==> config.mk <==
export PLATFORM = sky130hd
export DESIGN_NAME = frontend_ovf_mon
export DESIGN_NICKNAME = d
export VERILOG_FILES = /design/src/rtl/frontend_ovf_mon.sv
export SDC_FILE = /design/constraint.sdc
export NUM_CORES = 1
export LEC_CHECK = 0
export BUFFER_PORTS_ARGS = -buffer_cell sky130_fd_sc_hd__buf_2
export CORE_MARGIN = 2
export CORE_UTILIZATION = 64
export DETAILED_ROUTE_END_ITERATION = 16
export MAX_ROUTING_LAYER = met4
export PLACE_DENSITY_LB_ADDON = 0.12
export REMOVE_ABC_BUFFERS = 1
export SLEW_MARGIN = 20
export SYNTH_ARGS = -nofsm -noshare
export SYNTH_HDL_FRONTEND = slang
export SYNTH_SLANG_ARGS = --single-unit
==> constraint.sdc <==
create_clock -name clk -period 12 [get_ports clk]
set_input_delay 0 -clock clk [delete_from_list [all_inputs] [get_ports clk]]
set_output_delay 0 -clock clk [all_outputs]
set_load 0.1 [all_outputs]
==> src/rtl/frontend_ovf_mon.sv <==
// rtl/frontend_ovf_mon.sv - per-channel ADC overflow window counter with alarm and sticky flags
module frontend_ovf_mon #(
  parameter logic [7:0] BASE = 8'd0
) (
  input  logic        clk,
  input  logic        rst_n,
  input  logic        set_stb,
  input  logic [7:0]  set_addr,
  input  logic [31:0] set_data,
  input  logic        run_0,
  input  logic        run_1,
  input  logic        adc_ovf_i_0,
  input  logic        adc_ovf_q_0,
  input  logic        adc_ovf_i_1,
  input  logic        adc_ovf_q_1,
  output logic [15:0] ovf_count_0,
  output logic [15:0] ovf_count_1,
  output logic        ovf_alarm_0,
  output logic        ovf_alarm_1,
  output logic        ovf_sticky_0,
  output logic        ovf_sticky_1,
  output logic [31:0] status
);

  localparam logic [0:0] ST_IDLE  = 1'b0;
  localparam logic [0:0] ST_COUNT = 1'b1;

  logic [23:0] win_len;
  logic [15:0] thr;
  logic        enable;
  logic        wr_win, wr_thr, wr_ctrl, clr;
  logic [1:0]  run, ovf;
  logic        unused_data;

  assign wr_win      = set_stb && (set_addr == BASE);
  assign wr_thr      = set_stb && (set_addr == BASE + 8'd1);
  assign wr_ctrl     = set_stb && (set_addr == BASE + 8'd2);
  assign clr         = wr_ctrl && set_data[1];
  assign unused_data = ^set_data[31:24];

  assign run = {run_1, run_0};
  assign ovf = {adc_ovf_i_1 | adc_ovf_q_1, adc_ovf_i_0 | adc_ovf_q_0};

  always_ff @(posedge clk) begin
    if (!rst_n) begin
      win_len <= '0;
      thr     <= '0;
      enable  <= 1'b0;
    end else begin
      if (wr_win)  win_len <= set_data[23:0];
      if (wr_thr)  thr     <= set_data[15:0];
      if (wr_ctrl) enable  <= set_data[0];
    end
  end

  for (genvar ch = 0; ch < 2; ch++) begin : g_ch
    logic [0:0]  state;
    logic [23:0] win_cnt;
    logic [15:0] ev_cnt;
    logic [15:0] count_q;
    logic        alarm_q;
    logic        sticky_q;
    logic        start_ok, in_win, final_cyc, latch, alarm_new;
    logic [23:0] rem;
    logic [15:0] acc, sum;
    logic [16:0] sum_w;

    // From IDLE the current cycle is the window's entry cycle, so it counts
    // from win_len; in COUNT win_cnt holds the cycles left including this one.
    always_comb begin
      start_ok = enable && run[ch] && (win_len != 24'd0);
      if (state == ST_IDLE) begin
        in_win = start_ok;
        rem    = win_len;
        acc    = '0;
      end else begin
        in_win = enable && run[ch];
        rem    = win_cnt;
        acc    = ev_cnt;
      end
      sum_w     = {1'b0, acc} + {16'd0, ovf[ch]};
      sum       = sum_w[16] ? 16'hFFFF : sum_w[15:0];
      final_cyc = (rem == 24'd1);
      latch     = in_win && final_cyc;
      alarm_new = (thr != 16'd0) && (sum >= thr);
    end

    always_ff @(posedge clk) begin
      if (!rst_n) begin
        state    <= ST_IDLE;
        win_cnt  <= '0;
        ev_cnt   <= '0;
        count_q  <= '0;
        alarm_q  <= 1'b0;
        sticky_q <= 1'b0;
      end else begin
        if (!in_win) begin
          state   <= ST_IDLE;
          win_cnt <= '0;
          ev_cnt  <= '0;
        end else if (final_cyc) begin
          // Reloading here makes the next cycle the entry of a new window.
          state   <= start_ok ? ST_COUNT : ST_IDLE;
          win_cnt <= start_ok ? win_len : 24'd0;
          ev_cnt  <= '0;
        end else begin
          state   <= ST_COUNT;
          win_cnt <= rem - 24'd1;
          ev_cnt  <= sum;
        end

        if (latch) begin
          count_q <= sum;
          alarm_q <= alarm_new;
        end else if (clr) begin
          count_q <= '0;
          alarm_q <= 1'b0;
        end

        if (latch && alarm_new) sticky_q <= 1'b1;
        else if (clr)           sticky_q <= 1'b0;
      end
    end
  end

  assign ovf_count_0  = g_ch[0].count_q;
  assign ovf_count_1  = g_ch[1].count_q;
  assign ovf_alarm_0  = g_ch[0].alarm_q;
  assign ovf_alarm_1  = g_ch[1].alarm_q;
  assign ovf_sticky_0 = g_ch[0].sticky_q;
  assign ovf_sticky_1 = g_ch[1].sticky_q;

  assign status = {g_ch[1].sticky_q, g_ch[1].alarm_q, g_ch[0].sticky_q, g_ch[0].alarm_q,
                   10'd0, g_ch[1].state == ST_COUNT, g_ch[0].state == ST_COUNT, 16'd0};

endmodule

### After elaboration in Yosys (flattened, before gate mapping)

Index checks and enable logic that the tools add are counted.

* logic and storage cells: 79
* output and inout port bits: 68
* bits of input ports: 49
* bits in registers: 159

* equality and inequality tests: 4
* $lt $le $gt $ge: 2
* bitwise operators: 5
* multiplexer cells: 24
* reductions and logical operators: 25
* add/sub/neg operators: 4

Operators by type and width (number)
* 2-to-1 mux 24 bit: 6
* 2-to-1 mux 16 bit: 7
* == test 24 x 1 -> 1 bit (second input constant): 2
* subtractor 24 x 1 -> 24 bit (second input constant): 2
* adder 16 x 1 -> 17 bit: 2
* >= comparator 16 bit: 2
* nonzero test 24 bit: 1
* nonzero test 16 bit: 1
* logical AND 1 bit: 14
* 2-to-1 mux 1 bit: 11
* == test 8 x 1 -> 1 bit (second input constant): 1
* == test 8 x 2 -> 1 bit (second input constant): 1
* zero test 8 bit: 1
* nonzero test 2 bit: 4
* OR reduction 3 bit: 2
* AND reduction 2 bit: 2
* inverter 1 bit: 3
* OR 1 bit: 2

### Depth between registers and ports, before layout

* depth in word-level cells: 7
* depth in mapped cells: 25
* depth with buffers taken out: 17

### Worst setup path after synthesis

No wires, ideal clock.

* path type: register -> register
* start point: register g_ch[0].state
* end point: register g_ch[0].alarm_q (netlist: ovf_alarm_0)
* period minus slack after synthesis: 5.254 ns
* cell stages (with the launch flop): 25
* path slack: 6.746 ns
* arrival time: 5.124 ns
* path buffers: 8
* required time: 11.870 ns
* library setup time: 0.130 ns
* cells stage by stage: dfxtp_1 > buf_2 > buf_2 > buf_2 > clkbuf_1 > clkbuf_1 > clkbuf_1 > buf_1 > and2_1 > ha_1 > ha_1 > nand4_1 > nor3_1 > nand4_1 > nor2_1 > clkbuf_1 > nor2_1 > ha_1 > nand2b_1 > a21o_1 > a211oi_1 > o31a_1 > nor3_1 > o2111ai_1 > o21ai_0

* longest elaborated chain between the ends: 6
* elaborated cells on any way between the ends: 11
* those cells by class: add/sub: 1; order compare: 1; eq/ne: 1; mux: 5; reduce/logical: 3

RTL lines
* start: declaration: line 57 `logic [0:0] state;`
* start signal: assignment: line 103 `state <= start_ok ? ST_COUNT : ST_IDLE;`
* 2-to-1 mux 16 bit: line 72 `if (state == ST_IDLE) begin`
* adder 16 x 1 -> 17 bit: line 81 `sum_w = {1'b0, acc} + {16'd0, ovf[ch]};`
* 2-to-1 mux 16 bit: line 82 `sum = sum_w[16] ? 16'hFFFF : sum_w[15:0];`
* >= comparator 16 bit: line 85 `alarm_new = (thr != 16'd0) && (sum >= thr);`
* logical AND 1 bit: line 85
* 2-to-1 mux 1 bit: line 112 `if (latch) begin`
* end signal: assignment: line 114 `alarm_q <= alarm_new;`
* end: declaration: line 61 `logic alarm_q;`

Several ways; a longest one is shown, not always the timed one.
A chain may end at the register's enable or synchronous reset.

### Worst setup path after layout

Same ends and word-level chain as after synthesis.

==> impl_metrics.csv <==
group,metric,value,unit
run_status,status,"complete, no violations",
synthesis,postSynth.asyncResetShare,0,%
timing,tightest_slew,1.01,ns
worst_setup_path,crit_path_frequent_cell,"ha_1",
clock_network,cts_max_path_buffers,2,
clock_network,cts_sinks,159,
final_layout,area_growth,10.5,%
final_layout,seqCellArea,0.00319,mm2
synthesis,avgSynthCellArea,7.67,um2
final_layout,fin_area,0.0107,mm2
synthesis,synth.most_common_cell,"dfxtp_1",
power_and_ir_drop,p_leak,4.57,nW
power_and_ir_drop,pwr_density_cell,104,mW/mm2
die,fp.dieW,127,um
die,coreArea,0.0146,mm2
final_layout,fillers,1176,
timing,max_freq,219,MHz
routing,drc,0,
timing,final-hold-violation-count,0,
min_path,hold_path_end,"g_ch[1].win_cnt[22]$_SDFF_PN0_",
clock_network,htree_levels,4,
die,die_h,127,um
min_path,hold-path-cell-count,5,
clock_network,cts_root_buf,"clkbuf_16",
global_routing,grt-ovfl-total,0,
synthesis,synthTopCellsByArea,"dfxtp_1 (33%), a21oi_1 (5.6%), ha_1 (5.2%)",
synthesis,ys.flop_type,"dfxtp_1",
synthesis,synth_cells,1261,
global_routing,grt_pass1_vias,8616,
global_routing,antenna_found_initial,0,
die,dieArea,0.0161,mm2
final_layout,fin_nets,1396,
synthesis,synth_edf_count,0,
worst_setup_path,rrSetupSlack,7.44,ns
timing,skew,0.00857,ns
timing,finalSetupTns,0,ns
timing,slew_violations,0,
synthesis,ys_seq_elements,159,
worst_setup_path,worstPathArrival,4.86,ns
power_and_ir_drop,p_comb_share,6.1,%
routing,drtIter0Drc,928,
worst_setup_path,worstSetupPathType,"register to register",
timing,period_needed,4.56,ns
worst_setup_path,path_cells,"and2_1 > ha_1 > ha_1 > nand4_1 > nor3_1 > nand4_1 > nor2_1 > nor2_1 > ha_1 > nand2b_1 > a21o_1 > a211oi_1 > o31a_1 > nor3_1 > o2111ai_1 > o21ai_0",
routing,viasPerCell,6.18,
final_layout,antennaDiodeCount,0,
synthesis,syn_area,0.00968,mm2
power_and_ir_drop,power,1.11,mW
timing,setup_viol,0,
min_path,min_path_type,"input pin to register",
clock_network,insertion_delay,0.44,ns
die,pin_count,117,
power_and_ir_drop,p_sw_share,26.0,%
power_and_ir_drop,p_sw,0.288,mW
final_layout,multi_input_comb_area,0.00580,mm2
placed_design,dpl.hpwl,17800,um
global_routing,grt_max_degree,102,
placed_design,place_congestion,0.925,
worst_setup_path,timing.rr.end,"ovf_alarm_0$_SDFFE_PN0P_",
worst_setup_path,r2r-start,"g_ch[0].state$_SDFF_PN0_",
power_and_ir_drop,p_int,0.822,mW
routing,wirelength,26400,um
min_path,hold_start,"run_1",
worst_setup_path,slowest_delay,0.72,ns
worst_setup_path,critPathMaxFanout,19,
clock_network,cts_tree,"yes",
synthesis,yosysWarnings,0,
routing,avgRoutedWirePerCell,17.5,um
run,maxCapViolations,0,
die,rows,44,
worst_setup_path,required,12.30,ns
timing,fin_crit_sh,38.0,%
clock_network,postCtsSetupBuffers,0,
synthesis,synth_top_area_share,32.9,%
worst_setup_path,rr_worst_depth,16,
worst_setup_path,cp-end-kind,"register",
routing,drt_pre_antenna_iters,7,
placed_design,portBuffers,82,
clock_network,path_clk_slew,0.07,ns
worst_setup_path,worst-path-buf-inv,0,
worst_setup_path,slowest_stage,"nor2_1",
synthesis,yosysTopAreaCell,"dfxtp_1",
synthesis,synth.distinct_cells,82,
synthesis,yosys-top-cells-count,"dfxtp_1 (159), nand2_1 (126), nor2_1 (122)",
worst_setup_path,crit_family,"simple AND/OR/NAND/NOR gates",
final_layout,drive_above_1_share,12.0,%
global_routing,grt_pass1_wl,42800,um
routing,ant_nets,0,
worst_setup_path,start_kind,"register",
global_routing,grt_usage,33.7,%
clock_network,cts_buffers,17,
synthesis,seq_area_frac_synth,32.9,%
die,start_util,66.1,%
timing,rsz0062_at_grt,"false",
power_and_ir_drop,ir_drop,0.101,mV
routing,vias,9297,
placed_design,place_area,0.00986,mm2
timing,slew_headroom,32.8,%
power_and_ir_drop,p_clk_share,46.3,%
power_and_ir_drop,seq_power_share,47.5,%
[state kept, by name, indices dropped and copies added (netlist names), 2 cells and up]
name,cells
g_ch.win_cnt,48
g_ch.ev_cnt,32
win_len,24
ovf_count_0,16
ovf_count_1,16
thr,16
g_ch.state,2
[timing repair]
item | 4_1_cts | 5_1_grt
hold buffers | 27 | 0
endpoints found under the hold margin | 42 | 0
resized for setup | 0 | 0
[worst max path at each step]
stage	slack, ns	endpoint	startpoint	cells past startpoint
floorplan	5.98	g_ch[1].win_cnt[21]$_SDFF_PN0_	g_ch[1].state$_SDFF_PN0_	7
global placement	7.64	ovf_alarm_0$_SDFFE_PN0P_	g_ch[0].state$_SDFF_PN0_	16
detailed placement	7.56	ovf_alarm_0$_SDFFE_PN0P_	g_ch[0].state$_SDFF_PN0_	16
CTS	7.50	ovf_alarm_0$_SDFFE_PN0P_	g_ch[0].state$_SDFF_PN0_	16
global route	7.09	ovf_alarm_0$_SDFFE_PN0P_	g_ch[0].state$_SDFF_PN0_	17
finish	7.44	ovf_alarm_0$_SDFFE_PN0P_	g_ch[0].state$_SDFF_PN0_	16
[metrics by stage]
step | worst slack, ns | std cells | hold slack, ns | util (%)
floorplan | 5.98 | 1170 | 0.118 | -
global placement | 7.64 | 1444 | 0.239 | 67.3
detailed placement | 7.56 | 1444 | 0.247 | 67.3
CTS | 7.50 | 1503 | 0.0577 | 73.0
global route | 7.09 | 1504 | 0.0765 | 73.1
finish | 7.44 | 1504 | 0.0801 | 73.1
[worst register-to-register path, stage by stage (launching register included)]
cell and delay [ns]:
dfxtp_2 0.55, and2_1 0.19, ha_1 0.19, ha_1 0.23
nand4_1 0.17, nor3_1 0.49, nand4_1 0.23, nor2_1 0.72
nor2_1 0.19, ha_1 0.32, nand2b_1 0.14, a21o_1 0.17
a211oi_1 0.23, o31a_1 0.18, nor3_1 0.06, o2111ai_1 0.24
o21ai_0 0.13
[kinds of logic (layout without fill, tap and decap cells)]
kind of cell	Yosys count	count (layout)	synth area share, %
AND/OR/NAND/NOR	514	514	26.5
AO/OA/AOI/OAI	288	288	18.0
buffers and inverters	163	197	8.30
flip-flops	159	159	32.9
XOR/XNOR	64	64	5.79
adder cells (fa/ha/maj)	40	40	5.17
multiplexers	32	32	3.36
other	1	26	0.0387
[metal layers]
| layer | track usage, % | up-vias | part of all wire [%] |
|---|---|---|---|
| li1 | - | 4489 | - |
| met1 | 45.2 | 4368 | 44 |
| met2 | 52.4 | 388 | 46 |
| met3 | 5.19 | 52 | 7.3 |
| met4 | 11.3 | 0 | 2.4 |
| met5 | - | - | 0 |
[cell usage in the layout, fill, tap and decap left out, types with 6 or more instances in the layout]
master,n
dfxtp_1,157
nand2_1,126
nor2_1,122
a21oi_1,108
buf_2,82
o21ai_0,66
nand3_1,61
nor3_1,58
inv_1,46
ha_1,40
xnor2_1,33
xor2_1,31
mux2i_1,28
dlygate4sd3_1,27
conb_1,26
o21ai_1,23
nor4_1,21
clkbuf_16,17
nand4_1,15
or3_1,14
nand2b_1,14
a22oi_1,14
and3_1,12
and2_1,11
nor2b_1,11
a21o_1,10
buf_4,8
or4_1,6
a211oi_1,6
[power by group through the flow]
| stage | sequential [mW] | clock [mW] | combinational (mW) |
|---|---|---|---|
| finish | 0.528 | 0.514 | 0.0683 |
| global route | 0.528 | 0.544 | 0.0714 |
| CTS | 0.528 | 0.519 | 0.0672 |
| detailed placement | 0.540 | 0 | 0.0607 |
| global placement | 0.540 | 0 | 0.0603 |
| floorplan | 0.540 | 0 | 0.0472 |
[area by class of cell]
cell class / count / area share, %
clock inverters: 13 / 0.994
clock buffers: 19 / 4.23
flip-flops and latches: 159 / 29.8
repair buffers: 118 / 7.03
inverters: 47 / 1.65
multi-input cells: 964 / 54.2
well taps: 184 / 2.15
Power figures use the tool's default switching activity.
